$ cat src/rtl/muldiv_unit.sv
// Iterative unsigned MUL/MULHU/DIVU/REMU unit: radix-2 shift-add multiply and
// restoring shift-subtract divide, one operation in flight, start/busy/done handshake.
module muldiv_unit #(
  parameter int XLEN   = 32,
  parameter int REG_AW = 5
) (
  input  logic              clk,
  input  logic              rstn,
  input  logic              start,
  input  logic [1:0]        op,
  input  logic [XLEN-1:0]   src_a,
  input  logic [XLEN-1:0]   src_b,
  input  logic [REG_AW-1:0] rd_in,
  input  logic              flush,
  output logic              busy,
  output logic              done,
  output logic [XLEN-1:0]   result,
  output logic [REG_AW-1:0] rd_out,
  output logic              we_out
);
  localparam int CW = $clog2(XLEN + 1);

  typedef enum logic [1:0] {IDLE, RUN, DONE} state_e;

  state_e              state_q, state_d;
  logic [CW-1:0]       cnt_q, cnt_d;
  logic [1:0]          op_q, op_d;
  logic [XLEN-1:0]     b_q, b_d;
  logic [REG_AW-1:0]   rd_q, rd_d;
  logic [2*XLEN-1:0]   prod_q, prod_d;
  logic [XLEN:0]       rem_q, rem_d;
  logic [XLEN-1:0]     quo_q, quo_d;
  logic [XLEN-1:0]     res_q, res_d;
  logic [REG_AW-1:0]   rdo_q, rdo_d;

  logic [XLEN:0]       msum;
  logic [XLEN+1:0]     shl, diff;
  logic                ge;

  always_comb begin
    msum = {1'b0, prod_q[2*XLEN-1:XLEN]} + (prod_q[0] ? {1'b0, b_q} : '0);
    shl  = {rem_q, quo_q[XLEN-1]};
    diff = shl - {2'b00, b_q};
    // shl < 2*b always, so the top bit of diff is a clean borrow flag
    ge   = ~diff[XLEN+1];
  end

  always_comb begin
    state_d = state_q;
    cnt_d   = cnt_q;
    op_d    = op_q;
    b_d     = b_q;
    rd_d    = rd_q;
    prod_d  = prod_q;
    rem_d   = rem_q;
    quo_d   = quo_q;
    res_d   = res_q;
    rdo_d   = rdo_q;
    case (state_q)
      IDLE: begin
        if (start && !flush) begin
          state_d = RUN;
          op_d    = op;
          b_d     = src_b;
          rd_d    = rd_in;
          cnt_d   = '0;
          prod_d  = {{XLEN{1'b0}}, src_a};
          rem_d   = '0;
          quo_d   = src_a;
          if (op[1] && (src_b == '0)) begin
            // divide by zero: preload the architectural answer and skip the iterations
            cnt_d = CW'(XLEN);
            quo_d = '1;
            rem_d = {1'b0, src_a};
          end
        end
      end
      RUN: begin
        if (flush) begin
          state_d = IDLE;
        end else if (cnt_q == CW'(XLEN)) begin
          state_d = DONE;
          rdo_d   = rd_q;
          case (op_q)
            2'b00:   res_d = prod_q[XLEN-1:0];
            2'b01:   res_d = prod_q[2*XLEN-1:XLEN];
            2'b10:   res_d = quo_q;
            default: res_d = rem_q[XLEN-1:0];
          endcase
        end else begin
          cnt_d = cnt_q + 1'b1;
          if (op_q[1]) begin
            rem_d = ge ? diff[XLEN:0] : shl[XLEN:0];
            quo_d = {quo_q[XLEN-2:0], ge};
          end else begin
            prod_d = {msum, prod_q[XLEN-1:1]};
          end
        end
      end
      default: state_d = IDLE;
    endcase
  end

  always_ff @(posedge clk or negedge rstn) begin
    if (!rstn) begin
      state_q <= IDLE;
      cnt_q   <= '0;
      op_q    <= '0;
      b_q     <= '0;
      rd_q    <= '0;
      prod_q  <= '0;
      rem_q   <= '0;
      quo_q   <= '0;
      res_q   <= '0;
      rdo_q   <= '0;
    end else begin
      state_q <= state_d;
      cnt_q   <= cnt_d;
      op_q    <= op_d;
      b_q     <= b_d;
      rd_q    <= rd_d;
      prod_q  <= prod_d;
      rem_q   <= rem_d;
      quo_q   <= quo_d;
      res_q   <= res_d;
      rdo_q   <= rdo_d;
    end
  end

  assign busy   = (state_q != IDLE);
  assign done   = (state_q == DONE);
  assign we_out = done && (rdo_q != '0);
  assign result = res_q;
  assign rd_out = rdo_q;
endmodule
$ cat config.mk
export PLATFORM = sky130hd
export DESIGN_NAME = muldiv_unit
export DESIGN_NICKNAME = d
export VERILOG_FILES = /design/src/rtl/muldiv_unit.sv
export SDC_FILE = /design/constraint.sdc
export NUM_CORES = 1
export LEC_CHECK = 0
export ABC_CLOCK_PERIOD_IN_PS = 6150
export CORE_MARGIN = 5
export CORE_UTILIZATION = 30
export CTS_CLUSTER_DIAMETER = 40
export DETAILED_ROUTE_END_ITERATION = 6
export PLACE_DENSITY = 0.48
export SLEW_MARGIN = 20
export SYNTH_ARGS = -nofsm -noshare
export SYNTH_HDL_FRONTEND = slang
export SYNTH_SLANG_ARGS = --single-unit
$ cat constraint.sdc
create_clock -name clk -period 6.15 [get_ports clk]
set_input_delay 1.23 -clock clk [delete_from_list [all_inputs] [get_ports clk]]
set_output_delay 1.23 -clock clk [all_outputs]
set_load 0.02 [all_outputs]
==> reports/qor.yml <==
status: "finished clean"
critPathTopFamily: "compound AO/OA/AOI/OAI gates"
slew_headroom: 0.279
crit_buf_inv: 1
maxCapViolCount: 0
firstDrtPassIters: 6
ant_nets: 0
synth.avg_cell_area_sq_um: 9.13
rr_endpoint: "prod_q[62]"
clock_path_buffers: 3
n_antenna_cell: 0
fin_tns_setup_ns: 0
ff2ff_path_depth: 12
ys.flop_type: "dfrtp_1"
worst_pin_slew_ns: 1.08
design_power_total_uw: 7400
gp_congestion: 0.831
period_needed_ns: 4.23
clock_skew_ns: 0.0280
fmax_mhz: 236
critPathLaunch: "prod_q[0]"
dr.first_iter.drc_count: 937
yosys_warnings: 0
hold_viol_final: 0
synth_cell_type_count: 83
max_stage_delay_ns: 0.95
finalCritPeriodShare: 0.688
core_sq_um: 45600
routed_via_density: 5.45
cts.root.buffer_cell: "clkbuf_16"
ioPinCount: 115
grt_antenna_before_repair: 0
crit_path_start_kind: "register"
arrival_ns: 4.68
routedWlPerCell_microns: 21.4
ctsHoldBuffers: 0
h-tree-depth: 2
vias: 12195
r2r_setup_slack_ns: 1.92
crit_chain: "buf_4, and2_1, ha_1, a21o_1, a21oi_1, o21ai_1, a2111oi_1, nor2_1, a31oi_1, o21ai_1, xor2_1, a22o_1"
cpMaxStageDelayCell: "a2111oi_1"
fin_util: 0.377
syn2layout_area_growth_pct: 24.0
powerDensity_nw_per_um2: 430
cts_setup_buffers: 0
report.final.slew_viol_count: 0
dieArea_sq_um: 50600
async_flop_share: 1.00
synth_cells: 1519
cts_resized: 0
drive_gt1_frac: 0.126
die_w_microns: 225
grt_pass1_wl_mm: 74.8
die_h_microns: 225
crit_cells: 12
std_cell_rows: 78
start_util: 0.304
overflow: 0
cts_buffers: 44
grt_use_total: 0.187
finalSetupViolations: 0
drcViolationCount: 0
clock_latency_ns: 0.57
r2r-start: "prod_q[0]"
cpMostUsedCell: "o21ai_1"
io_buffers: 114
synth_edf_count: 0
ys_seq_area_frac: 0.384
ir_drop_v: 0.000195
clkSinkCount: 213
crit_path_end: "prod_q[62]"
postSynthNetCount: 1662
path_clk_slew_ns: 0.05
worstSetupPathType: "register to register"
synth_area_sq_um: 13900
dp_cells: 2158
dpl-instance-area_sq_um: 15600
hold_path_class: "register to register"
rsz0062_at_grt: "false"
leakage_uw: 0.00754
finalNonFillerCells: 2238
grt_pass1_vias: 12520
crit_fanout: 18
crit_path_end_kind: "register"
place_hpwl_mm: 33.4
synth_seq_cells: 213
fin_nets: 1747
cts_tree: "built"
grt_max_degree: 107
worstPathRequired_ns: 6.60
wl_mm: 47.9
postLayoutCellArea_sq_um: 17200
[cells in the mapped netlist (24+ instances only)]
cell type,number,area share
mux4_2,32,0.052
nand2_1,214,0.058
ha_1,66,0.060
nor2_1,100,0.027
mux2_2,43,0.035
a222oi_1,28,0.020
clkbuf_1,67,0.018
a21oi_1,115,0.041
and2_1,38,0.017
a21o_1,32,0.017
inv_1,82,0.022
dfrtp_1,213,0.38
xnor2_1,24,0.015
xor2_1,25,0.016
o21ai_0,82,0.030
a41oi_1,28,0.018
nand3_1,30,0.011
[power by group]
group	switching [uW]	internal, uW
Sequential	290	1670
Combinational	1660	1160
Clock	833	1790
[per-stage QoR]
step,setup WS (ns),hold slack [ns]
final,1.92,0.465
after global routing,1.63,0.491
after CTS,1.93,0.471
after detailed placement,1.70,0.451
after global placement,1.85,0.450
after floorplan,3.11,0.435
[final cells by class]
class	count	area [sq um]
clock buffer	58	1280
multi-input combinational	1127	7870
sequential	213	5330
timing repair buffer	136	1320
tap	600	751
inverter	82	308
fill	4568	28400
clock inverter	22	344
[flip-flops by register name, indices dropped and copies added (netlist names)]
register,count
b_q,32
cnt_q,6
op_q,2
prod_q,64
quo_q,32
rd_out,5
rd_q,5
rem_q,33
result,32
state_q,2
[routing by layer]
layer  vias to the layer above  wire, microns  track usage
met1                      6062          22200        0.259
li1                       5726              -            -
met3                        75           2370       0.0293
met4                         0           1250       0.0613
met5                         -              0            0
met2                       332          22100        0.299
[cells in the final DEF (no fill, tap or decap), types with 25 or more instances in the layout]
master / netlist / layout
o21ai_0: 82 / 82
nand3_1: 30 / 30
xor2_1: 25 / 25
mux4_2: 32 / 32
mux2_2: 43 / 43
a21oi_1: 115 / 115
clkbuf_16: 0 / 46
nand2_1: 214 / 212
dfrtp_1: 213 / 212
a21o_1: 32 / 32
a222oi_1: 28 / 28
inv_1: 82 / 82
ha_1: 66 / 66
clkdlybuf4s50_1: 0 / 113
and2_1: 38 / 38
a41oi_1: 28 / 28
nor2_1: 100 / 99
[worst reg2reg max path: cells and delay by family (launching register included)]
kind,cells,cell delay [ns]
compound gates,7,2.36
flops,1,0.61
simple gates,2,0.47
buf+inv,1,0.33
fa+ha+maj,1,0.19
xor+xnor,1,0.15
[worst min-delay path by stage]
| stage | start | end | slack (ns) | depth (start not counted) |
|---|---|---|---|---|
| 6_report | rd_q[0] | rd_out[0] | 0.46 | 2 |
| 5_1_grt | rd_q[2] | rd_out[2] | 0.49 | 2 |
| 4_1_cts | rd_q[3] | rd_out[3] | 0.47 | 2 |
| 3_5_place_dp | rd_q[0] | rd_out[0] | 0.45 | 2 |
| 3_3_place_gp | rd_q[4] | rd_out[4] | 0.45 | 2 |
| 2_1_floorplan | rd_q[0] | rd_out[0] | 0.43 | 2 |
[cell families (layout without fill, tap and decap cells)]
| logic type | count (synthesis) | count (layout) | synth area share |
|---|---|---|---|
| multiplexers | 83 | 83 | 0.0927 |
| AND/OR/NAND/NOR | 483 | 483 | 0.161 |
| XOR/XNOR | 49 | 49 | 0.0309 |
| flip-flops | 213 | 213 | 0.384 |
| AO/OA/AOI/OAI | 444 | 444 | 0.217 |
| buffers and inverters | 179 | 298 | 0.0515 |
| adder cells (fa/ha/maj) | 68 | 68 | 0.0624 |
No activity file was read; power rests on OpenSTA's default activity.
